### config.mk
export PLATFORM = sky130hd
export DESIGN_NAME = bit_serial_add_ctrl_flat
export DESIGN_NICKNAME = d
export VERILOG_FILES = /design/src/rtl/bit_serial_add_ctrl_pkg.sv /design/src/rtl/bit_serial_add_ctrl_if.sv /design/src/rtl/full_adder.sv /design/src/rtl/bit_serial_add_ctrl.sv /design/src/flat_wrapper.sv
export SDC_FILE = /design/constraint.sdc
export NUM_CORES = 1
export LEC_CHECK = 0
export ABC_AREA = 1
export CAP_MARGIN = 20
export CELL_PAD_IN_SITES_DETAIL_PLACEMENT = 1
export CELL_PAD_IN_SITES_GLOBAL_PLACEMENT = 2
export CORE_UTILIZATION = 34
export CTS_CLUSTER_SIZE = 8
export DETAILED_ROUTE_END_ITERATION = 8
export PLACE_DENSITY_LB_ADDON = 0.1
export SLEW_MARGIN = 30
export SYNTH_ARGS = -nofsm -noshare
export SYNTH_HDL_FRONTEND = slang
export SYNTH_SLANG_ARGS = --single-unit
### constraint.sdc
create_clock -name clk -period 4 [get_ports clk]
set_clock_uncertainty 0.05 [all_clocks]
set_input_delay 1 -clock clk [delete_from_list [all_inputs] [get_ports clk]]
set_output_delay 1 -clock clk [all_outputs]
set_load 0.005 [all_outputs]
### src/rtl/bit_serial_add_ctrl_pkg.sv
// Shared definitions for the bit-serial adder controller.
package bit_serial_pkg;

  localparam int unsigned DEFAULT_WIDTH = 8;
  localparam int unsigned STATE_W       = 2;

  typedef enum logic [STATE_W-1:0] {
    ST_IDLE = 2'b00,
    ST_RUN  = 2'b01,
    ST_DONE = 2'b10
  } state_t;

endpackage

### src/rtl/bit_serial_add_ctrl_if.sv
// Start/busy/done handshake and operand/result bus of the bit-serial adder.
interface bit_serial_add_ctrl_if
  import bit_serial_pkg::*;
#(
  parameter int unsigned WIDTH = DEFAULT_WIDTH
);

  logic             start;
  logic [WIDTH-1:0] a_in;
  logic [WIDTH-1:0] b_in;
  logic             cin;
  logic             busy;
  logic             done;
  logic [WIDTH-1:0] sum;
  logic             cout;
  logic             ovf;

  modport master (
    output start, a_in, b_in, cin,
    input  busy, done, sum, cout, ovf
  );

  modport slave (
    input  start, a_in, b_in, cin,
    output busy, done, sum, cout, ovf
  );

endinterface

### src/rtl/full_adder.sv
// 1-bit full adder shared across the codebase.
module full_adder (
  output logic s,
  output logic c,
  input  logic a,
  input  logic b,
  input  logic cin
);

  assign s = a ^ b ^ cin;
  assign c = (a & b) | (cin & (a ^ b));

endmodule

### src/rtl/bit_serial_add_ctrl.sv
// Bit-serial adder controller: shifts operands LSB-first through one full adder,
// one bit per clock, with a start/busy/done handshake.
module bit_serial_add_ctrl
  import bit_serial_pkg::*;
#(
  parameter int unsigned WIDTH = DEFAULT_WIDTH,
  parameter int unsigned CNT_W = $clog2(WIDTH)
) (
  input logic                clk,
  input logic                rst_n,
  bit_serial_add_ctrl_if.slave bus
);

  state_t           state, state_nxt;
  logic [WIDTH-1:0] a_sr, b_sr, sum_sr;
  logic [WIDTH-1:0] sum_q;
  logic [CNT_W-1:0] cnt;
  logic             carry;
  logic             cout_q, ovf_q;
  logic             fa_s, fa_c;
  logic             accept;
  logic             last_step;

  full_adder u_fa (
    .s   (fa_s),
    .c   (fa_c),
    .a   (a_sr[0]),
    .b   (b_sr[0]),
    .cin (carry)
  );

  assign last_step = (cnt == CNT_W'(WIDTH - 1));

  always_ff @(posedge clk or negedge rst_n) begin
    if (!rst_n) state <= ST_IDLE;
    else        state <= state_nxt;
  end

  always_comb begin
    state_nxt = ST_IDLE;
    accept    = 1'b0;
    case (state)
      ST_IDLE: begin
        if (bus.start) begin
          accept    = 1'b1;
          state_nxt = ST_RUN;
        end
      end
      ST_RUN:  state_nxt = last_step ? ST_DONE : ST_RUN;
      ST_DONE: begin
        if (bus.start) begin
          accept    = 1'b1;
          state_nxt = ST_RUN;
        end
      end
      default: state_nxt = ST_IDLE;
    endcase
  end

  always_ff @(posedge clk or negedge rst_n) begin
    if (!rst_n) begin
      a_sr   <= '0;
      b_sr   <= '0;
      sum_sr <= '0;
      carry  <= 1'b0;
      cnt    <= '0;
      sum_q  <= '0;
      cout_q <= 1'b0;
      ovf_q  <= 1'b0;
    end else if (accept) begin
      a_sr   <= bus.a_in;
      b_sr   <= bus.b_in;
      carry  <= bus.cin;
      cnt    <= '0;
      sum_sr <= '0;
    end else if (state == ST_RUN) begin
      sum_sr <= {fa_s, sum_sr[WIDTH-1:1]};
      a_sr   <= a_sr >> 1;
      b_sr   <= b_sr >> 1;
      carry  <= fa_c;
      cnt    <= cnt + 1'b1;
      // carry still holds the carry into the MSB on this step
      if (last_step) begin
        cout_q <= fa_c;
        ovf_q  <= fa_c ^ carry;
        sum_q  <= {fa_s, sum_sr[WIDTH-1:1]};
      end
    end
  end

  assign bus.busy = (state == ST_RUN);
  assign bus.done = (state == ST_DONE);
  assign bus.sum  = sum_q;
  assign bus.cout = cout_q;
  assign bus.ovf  = ovf_q;

endmodule

### src/flat_wrapper.sv
// flat-port wrapper written by rule: the top's interface ports become plain ports
module bit_serial_add_ctrl_flat import bit_serial_pkg::*;
#(
  parameter int unsigned WIDTH = DEFAULT_WIDTH,
  parameter int unsigned CNT_W = $clog2(WIDTH)
)
  (clk, rst_n, bus_start, bus_a_in, bus_b_in, bus_cin, bus_busy, bus_done, bus_sum, bus_cout, bus_ovf);
  bit_serial_add_ctrl_if #(.WIDTH(WIDTH)) bus_i ();
  input logic clk;
  input logic rst_n;
  input wire logic [$bits(bus_i.start)-1:0] bus_start;
  input wire logic [$bits(bus_i.a_in)-1:0] bus_a_in;
  input wire logic [$bits(bus_i.b_in)-1:0] bus_b_in;
  input wire logic [$bits(bus_i.cin)-1:0] bus_cin;
  output wire logic [$bits(bus_i.busy)-1:0] bus_busy;
  output wire logic [$bits(bus_i.done)-1:0] bus_done;
  output wire logic [$bits(bus_i.sum)-1:0] bus_sum;
  output wire logic [$bits(bus_i.cout)-1:0] bus_cout;
  output wire logic [$bits(bus_i.ovf)-1:0] bus_ovf;
  assign bus_i.start = bus_start;
  assign bus_i.a_in = bus_a_in;
  assign bus_i.b_in = bus_b_in;
  assign bus_i.cin = bus_cin;
  assign bus_busy = bus_i.busy;
  assign bus_done = bus_i.done;
  assign bus_sum = bus_i.sum;
  assign bus_cout = bus_i.cout;
  assign bus_ovf = bus_i.ovf;
  bit_serial_add_ctrl #(.WIDTH(WIDTH), .CNT_W(CNT_W)) u_core (.clk(clk), .rst_n(rst_n), .bus(bus_i));
endmodule
* Word level (Yosys, flattened, before mapping)
Index checks and enable logic that the tools add are counted.
Widths: inputs -> output; s select.
** Storage, ports and cells
- Flip-flop bits (word level) :: 40
- Input port bits :: 20
** Operators by class
- Add/subtract/negate cells :: 1
- Eq/ne operators :: 3
- Muxes and demuxes :: 15
- Bitwise operators :: 7
- Reductions and logical operators :: 4
** Operator list (number)
- $mux 8 :: 6
- $mux 3 :: 2
- $mux 1 :: 5
- $pmux 2 s2 :: 1
- $add 3x1->3 const B :: 1
- $eq 3x3->1 const B :: 1
- $reduce_and 3->1 :: 1
- $xor 1x1->1 :: 3
- $and 1x1->1 :: 2
- $eq 2x1->1 const B :: 1
- $eq 2x2->1 const B :: 1
- $logic_not 2->1 :: 1
- $mux 2 :: 1
- $reduce_bool 2->1 :: 1
- $reduce_or 2->1 :: 1
- $not 1->1 :: 1
- $or 1x1->1 :: 1

* Logic depth before layout (Yosys ltp)
Gate-level depths: netlist of run 1.
- Depth after elaboration :: 5
- Gate-level depth with buffers :: 7
- Mapped depth without buffers :: 6

* Modules after synthesis
Synthesis of run 1 repeated with hierarchy kept, for this count alone.
** Unflattened totals
- Cells, all modules :: 212
- Area total of the unflattened synthesis :: 1795.5 sq um
** By module, submodules not included
- bit_serial_add_ctrl :: instances 1, cells an instance 211, area an instance 1775.5 sq um
- full_adder :: instances 1, cells an instance 1, area an instance 20.0 sq um

* Worst setup path after synthesis of run 1
No wires, ideal clock.
- Kind :: register -> output
- From :: register u_core.state[0]
- To :: output port bus_busy
- Arrival :: 0.767 ns
- Path slack :: 2.183 ns
- Cell stages (with the launch flop) :: 5
- Buffers on the path :: 2
- Cell sequence :: dfrtp_1 -> buf_6 -> inv_2 -> nor2_4 -> buf_4
** On the way
- Longest elaborated chain between the ends :: 1
** Ends and longest elaborated chain
- start: declaration :: line bit_serial_add_ctrl.sv:14 : state_t state, state_nxt;
- start signal: assignment :: line bit_serial_add_ctrl.sv:36 : else state <= state_nxt;
- $eq 2x1->1 :: line bit_serial_add_ctrl.sv:91 : assign bus.busy = (state == ST_RUN);
- end: declaration :: line flat_wrapper.sv:15 : output wire logic [$bits(bus_i.busy)-1:0] bus_busy;
No other way between the ends.

* Worst setup path after layout of run 1
Ends and elaborated chain as after synthesis.

==> flow_metrics.py, run 1 <==
metrics = {
    "global_routing": {
        "gr-usage-met3_pct": 4.63,
        "grt_util_met1_pct": 21.8,
        "gr-total-overflow": 0,
        "antenna_found_initial": 0,
        "grt_pass1_vias": 1462,
        "grt_pass1_wl_mm": 7.12,
        "use_met2_pct": 27.6,
        "busiest_layer": "met2",
        "grt_use_total_pct": 16.9,
        "grt_start_max_net_pins": 40,
    },
    "synthesis": {
        "avgSynthCellArea_um2": 8.94,
        "netlist_top_cells_area": "dfrtp_1 (53%), nand2_1 (19%), nand3_1 (8.7%)",
        "synthFlopType": "dfrtp_1",
        "synthesis.nets": 229,
        "async_reset_ff_share_pct": 100,
        "yosys_warnings": 0,
        "synth_compound_area_share_pct": 0.543,
        "synth_xor_area_share_pct": 0,
        "synth_top_area_share_pct": 53.0,
        "synth-edff-count": 0,
        "synth_top_family_by_area": "simple AND/OR/NAND/NOR gates",
        "netlist_area_um2": 1840,
        "synth-simple-area-share_pct": 36.1,
        "syn_inst": 206,
        "synthAdderAreaFrac_pct": 2.45,
        "ys_ff_latch": 39,
        "synthDistinctLibCells": 18,
        "ys_seq_area_share_pct": 53.0,
        "synthMuxAreaShare_pct": 0,
        "synth_top_area_cell": "dfrtp_1",
    },
    "worst_setup_path": {
        "crit_chain": "inv_2, nor2_4, clkdlybuf4s50_1",
        "path_class": "flop to output pin",
        "cp_top_family": "buffers and inverters",
        "r2r-start": "u_core.state[0]$_DFF_PN0_",
        "r2r_setup_slack_ns": 2.22,
        "critPathMaxStageDelay_ns": 0.61,
        "reg2reg_to": "u_core.bus.ovf$_DFFE_PN0P_",
        "endpoint_kind": "output pin",
        "crit_path_max_fanout": 22,
        "required_ns": 2.95,
        "crit_buf_inv": 2,
        "worst_path_max_delay_cell": "clkdlybuf4s50_1",
        "cp.arrival_ns": 2.03,
        "startpoint_type": "flop",
        "rr_worst_depth": 5,
    },
    "placement": {
        "place_inst": 296,
        "port_buffers": 31,
        "post_dp_cell_area_um2": 2120,
        "gp_congestion": 0.738,
        "hpwl_mm": 2.56,
        "dpl_worst_slack_ns": 1.22,
    },
    "sta": {
        "setup_viol": 0,
        "hold_viol_final": 0,
        "fin_setup_tns_ns": 0,
        "period_minus_slack_ns": 3.08,
        "relSlewSlack_pct": 50.1,
        "timing.final.ws_setup_ns": 0.916,
        "maxSlewViolCount": 0,
        "grt_setup_unrepaired": "no",
        "fmax_mhz": 324,
        "tightest_slew_ns": 0.746,
        "period_share_pct": 77.1,
    },
    "run": {
        "cap_violations": 0,
    },
    "route": {
        "vias": 1440,
        "drt_wl_total_mm": 4.02,
        "ant_nets": 0,
        "drc": 0,
        "drt_iter0_markers": 72,
        "wl_per_cell_um": 13.2,
        "vias_per_cell": 4.74,
        "drtPass1Iterations": 4,
    },
    "hold_path": {
        "hold_class": "flop to flop",
        "min_to": "u_core.bus.sum[4]$_DFFE_PN0P_",
        "worstHoldPathCells": 2,
        "hold_start": "u_core.bus.sum[4]$_DFFE_PN0P_",
    },
    "final_layout": {
        "num_antenna_cells": 0,
        "mostFrequentLayoutCells": "nand2_1 (91), dfrtp_1 (39), nand3_1 (32)",
        "final_area_um2": 2230,
        "area_delta_synth_final_pct": 20.9,
        "fin_cells": 304,
        "final_common_cell": "nand2_1",
        "fillers": 595,
        "drive_gt1_share_pct": 11.5,
        "fin_nets": 256,
    },
    "clock_tree": {
        "cts_tree": "yes",
        "h-tree-depth": 2,
        "cts_buffers": 5,
        "path_clk_slew_ns": 0.07,
        "root_buffer": "clkbuf_8",
        "cts_sinks": 39,
        "post_cts_buffers": 0,
        "cts_max_path_buffers": 2,
        "clock_latency_ns": 0.29,
        "ctsHoldBuffers": 0,
        "ctsResizeCount": 0,
    },
    "pwr": {
        "peakVddDrop_mv": 0.258,
        "total_power_w": 0.00166,
        "power.density_nw_per_um2": 747,
        "leakage_nw": 1.09,
    },
    "die": {
        "die_w_um": 75.6,
        "fp-row-count": 26,
        "die-area_um2": 5720,
        "start_util_pct": 35.6,
        "io_pins": 32,
        "core_um2": 5170,
        "die_y_um": 75.6,
    },
    "run_status": {
        "status": "finished clean",
    },
}
==> how the worst max path moves through the flow <==
stage | cells past startpoint | slack (ns) | to | startpoint
floorplan | 4 | 2.18 | bus_busy | u_core.state[0]$_DFF_PN0_
global placement | 3 | 1.26 | bus_busy | u_core.state[0]$_DFF_PN0_
detailed placement | 3 | 1.22 | bus_busy | u_core.state[0]$_DFF_PN0_
CTS | 3 | 0.89 | bus_busy | u_core.state[0]$_DFF_PN0_
global route | 3 | 0.78 | bus_busy | u_core.state[0]$_DFF_PN0_
finish | 3 | 0.92 | bus_busy | u_core.state[0]$_DFF_PN0_
==> tightest hold or removal path: cells and delay by family, from the launching register on <==
family / cells / cell delay, ns
flip-flops: 1 / 0.35
AND/OR/NAND/NOR: 2 / 0.10
==> Yosys cell counts, types with 2 or more instances <==
| master | number |
|---|---|
| inv_2 | 3 |
| buf_4 | 4 |
| nand2_1 | 91 |
| buf_6 | 5 |
| nor2_4 | 2 |
| nand3_1 | 32 |
| ha_1 | 2 |
| nand2_2 | 2 |
| nand3_2 | 10 |
| nor2_1 | 3 |
| dfrtp_1 | 39 |
| inv_1 | 6 |
| o21ai_0 | 2 |
==> sequential cells by signal (all words and copies together) (netlist names) <==
| signal | flops |
|---|---|
| u_core.a_sr | 8 |
| u_core.carry | 1 |
| u_core.bus.sum | 8 |
| u_core.bus.ovf | 1 |
| u_core.b_sr | 8 |
| u_core.cnt | 3 |
| u_core.state | 2 |
| u_core.sum_sr | 7 |
| u_core.bus.cout | 1 |
==> routing by layer <==
| layer | wire length (um) | part of all wire, % |
|---|---|---|
| met2 | 1990 | 49 |
| met3 | 156 | 3.9 |
| met1 | 1830 | 46 |
| met4 | 49 | 1.2 |
| met5 | 0 | 0 |
==> metrics by stage <==
| stage | hold slack (ns) | utilization, % |
|---|---|---|
| 3_5_place_dp | 0.417 | 41.0 |
| 3_3_place_gp | 0.413 | 41.0 |
| 6_report | 0.429 | 43.0 |
| 5_1_grt | 0.470 | 43.0 |
| 4_1_cts | 0.438 | 43.0 |
| 2_1_floorplan | 0.413 | - |
==> report_power, final <==
group | internal, W | switching, W | leakage [nW] | total, W
clock network | 0.000157 | 0.000136 | 0.0515 | 0.000293
logic | 0.000288 | 0.000373 | 0.551 | 0.000660
registers | 0.000578 | 0.000131 | 0.490 | 0.000708
total | 0.00102 | 0.000639 | 1.09 | 0.00166
==> cell type report <==
class | instances | area (um2) | area share (%)
clock buffers | 8 | 100 | 4.50
repair buffers | 31 | 308 | 13.8
inverters | 9 | 33.8 | 1.52
well taps | 70 | 87.6 | 3.93
multi-input cells | 147 | 721 | 32.4
flip-flops and latches | 39 | 976 | 43.8
==> cells by family (layout without fill, tap and decap cells) <==
kind of cell	after synthesis	in the layout
simple gates	142	142
compound gates	2	2
buf+inv	20	48
flops	39	39
fa+ha+maj	3	3
Note: power is estimated with default switching activity, not from simulation.
==> run 2, diff against run 1 <==
--- a/config.mk
+++ b/config.mk
@@ -9,7 +9,7 @@
 export CAP_MARGIN = 20
 export CELL_PAD_IN_SITES_DETAIL_PLACEMENT = 1
 export CELL_PAD_IN_SITES_GLOBAL_PLACEMENT = 2
-export CORE_UTILIZATION = 34
+export CORE_UTILIZATION = 28
 export CTS_CLUSTER_SIZE = 8
 export DETAILED_ROUTE_END_ITERATION = 8
 export PLACE_DENSITY_LB_ADDON = 0.1
==> constraint.sdc (replaced) <==
create_clock -name clk -period 2.59 [get_ports clk]
set_clock_uncertainty 0.05 [all_clocks]
set_input_delay 0.6475 -clock clk [delete_from_list [all_inputs] [get_ports clk]]
set_output_delay 0.6475 -clock clk [all_outputs]
set_load 0.005 [all_outputs]
==> run 2 against run 1 <==
  * Sequential share of layout area is essentially flat
  * Critical path depth is the same
  * Via count shrank 1.6%
  * Core utilization shrank 7.9 points
  * Combinational power grew 53%
  * Worst hold slack lost 0.22 ns
  * Sequential cell count is the same
  * Die area grew 21%
==> flow_metrics.py, run 2 (synthesis gave the netlist of run 1 again) <==
metrics = {
    "worst_setup_path": {
        "r2r-start": "u_core.state[0]$_DFF_PN0_",
        "critPathLaunch": "u_core.state[0]$_DFF_PN0_",
        "rr_worst_depth": 5,
        "cp_top_family": "buffers and inverters",
        "startpoint_type": "flop",
        "crit_path_max_fanout": 8,
        "crit_buf_inv": 2,
        "endpoint_kind": "output pin",
        "worst_path_max_delay_cell": "dfrtp_1",
        "reg2reg_to": "u_core.b_sr[2]$_DFFE_PN0P_",
        "crit_chain": "inv_2, nor2_4, clkdlybuf4s50_1",
        "required_ns": 1.89,
        "critPathMaxStageDelay_ns": 0.58,
        "r2r_setup_slack_ns": 0.91,
        "cp.arrival_ns": 1.57,
        "path_class": "flop to output pin",
        "worst-path-stages": 3,
    },
    "global_routing": {
        "grt_start_max_net_pins": 33,
        "grt_use_total_pct": 12.7,
        "gr-total-overflow": 0,
        "antenna_found_initial": 0,
        "grt_pass1_vias": 1431,
        "grt_pass1_wl_mm": 7.04,
    },
    "sta": {
        "tightest_slew_ns": 0.724,
        "period_minus_slack_ns": 2.27,
        "grt_setup_unrepaired": "no",
        "fmax_mhz": 441,
        "hold_ws_ns": 0.213,
        "period_share_pct": 87.5,
        "fin_setup_tns_ns": 0,
        "setup_viol": 0,
        "maxSlewViolCount": 0,
        "hold_viol_final": 0,
        "relSlewSlack_pct": 51.5,
    },
    "clock_tree": {
        "post_cts_buffers": 0,
        "cts_max_path_buffers": 2,
        "ctsHoldBuffers": 0,
        "cts_sinks": 39,
        "root_buffer": "clkbuf_8",
        "clock_latency_ns": 0.29,
        "cts_buffers": 5,
        "h-tree-depth": 2,
        "path_clk_slew_ns": 0.07,
        "cts_tree": "yes",
        "ctsResizeCount": 0,
    },
    "die": {
        "die_y_um": 83.1,
        "fp-row-count": 29,
        "die_w_um": 83.1,
        "core_um2": 6350,
        "io_pins": 32,
        "start_util_pct": 29.0,
        "die-area_um2": 6910,
    },
    "route": {
        "drtPass1Iterations": 4,
        "wl_per_cell_um": 12.4,
        "vias_per_cell": 4.53,
        "drc": 0,
        "vias": 1417,
        "drt_wl_total_mm": 3.90,
        "drt_iter0_markers": 52,
        "ant_nets": 0,
    },
    "pwr": {
        "peakVddDrop_mv": 0.327,
        "power.density_nw_per_um2": 1120,
        "leakage_nw": 1.09,
    },
    "final_layout": {
        "area_delta_synth_final_pct": 21.0,
        "fin_nets": 258,
        "fillers": 725,
        "final_common_cell": "nand2_1",
        "num_antenna_cells": 0,
        "multi_input_area_um2": 721,
        "seqCellArea_um2": 976,
        "mostFrequentLayoutCells": "nand2_1 (91), dfrtp_1 (39), nand3_1 (32)",
        "final_area_um2": 2230,
        "drive_gt1_share_pct": 11.9,
    },
    "run": {
        "cap_violations": 0,
    },
    "placement": {
        "port_buffers": 31,
        "post_dp_cell_area_um2": 2150,
        "gp_congestion": 0.640,
        "hpwl_mm": 2.66,
    },
    "run_status": {
        "status": "finished clean",
    },
    "hold_path": {
        "hold_class": "input port to asynchronous set/reset pin",
    },
}
==> run 2: cell types whose count changed in the layout (fill, tap and decap cells not counted) <==
cell      previous run  this run
buf_4                1         2
clkinv_2             0         1
buf_2                0         1
clkbuf_1             1         2
clkbuf_8             7         5
==> run 2: final cells by class <==
type / count / area share [%]
Clock buffer: 7 / 3.43
Clock inverter: 1 / 0.225
Inverter: 9 / 1.52
Multi-Input combinational cell: 147 / 32.3
Sequential cell: 39 / 43.8
Tap cell: 77 / 4.32
Timing Repair Buffer: 33 / 14.4
==> run 2: metal layers <==
metal | part of all wire [%] | GRT usage, %
met1 | 46 | 16.5
met2 | 49 | 20.6
met3 | 3.5 | 3.08
met4 | 1.3 | 4.23
met5 | 0 | 0
==> run 2: stage by stage <==
| step | setup slack [ns] | total power, W | std cells | utilization, % |
|---|---|---|---|---|
| 6_report | 0.324 | 0.00250 | 313 | 35.1 |
| 5_1_grt | 0.248 | 0.00276 | 313 | 35.1 |
| 4_1_cts | 0.309 | 0.00257 | 313 | 35.1 |
| 3_5_place_dp | 0.441 | 0.00215 | 305 | 33.8 |
| 3_3_place_gp | 0.502 | 0.00210 | 305 | 33.8 |
| 2_1_floorplan | 1.13 | 0.00185 | 206 | - |
==> run 2: how the worst max path moves through the flow <==
stage	endpoint	slack [ns]
global route	bus_busy	0.25
global placement	u_core.a_sr[1]$_DFFE_PN0P_	0.50
CTS	bus_busy	0.31
finish	bus_busy	0.32
detailed placement	u_core.a_sr[1]$_DFFE_PN0P_	0.44
floorplan	bus_busy	1.13
==> run 2: worst register-to-register path, stage by stage, from the launching register on <==
cell and delay [ns]:
dfrtp_1 0.58, inv_2 0.11, nand2_2 0.56, nand2_1 0.13
nand2_1 0.09, nand2_1 0.05
==> run 2: power breakdown <==
part           leakage, nW  switching [W]  internal (W)  total [W]
logic                0.560       0.000560      0.000453    0.00101
clock network       0.0422       0.000206      0.000189   0.000395
registers            0.490       0.000201      0.000892    0.00109
total                 1.09       0.000967       0.00153    0.00250
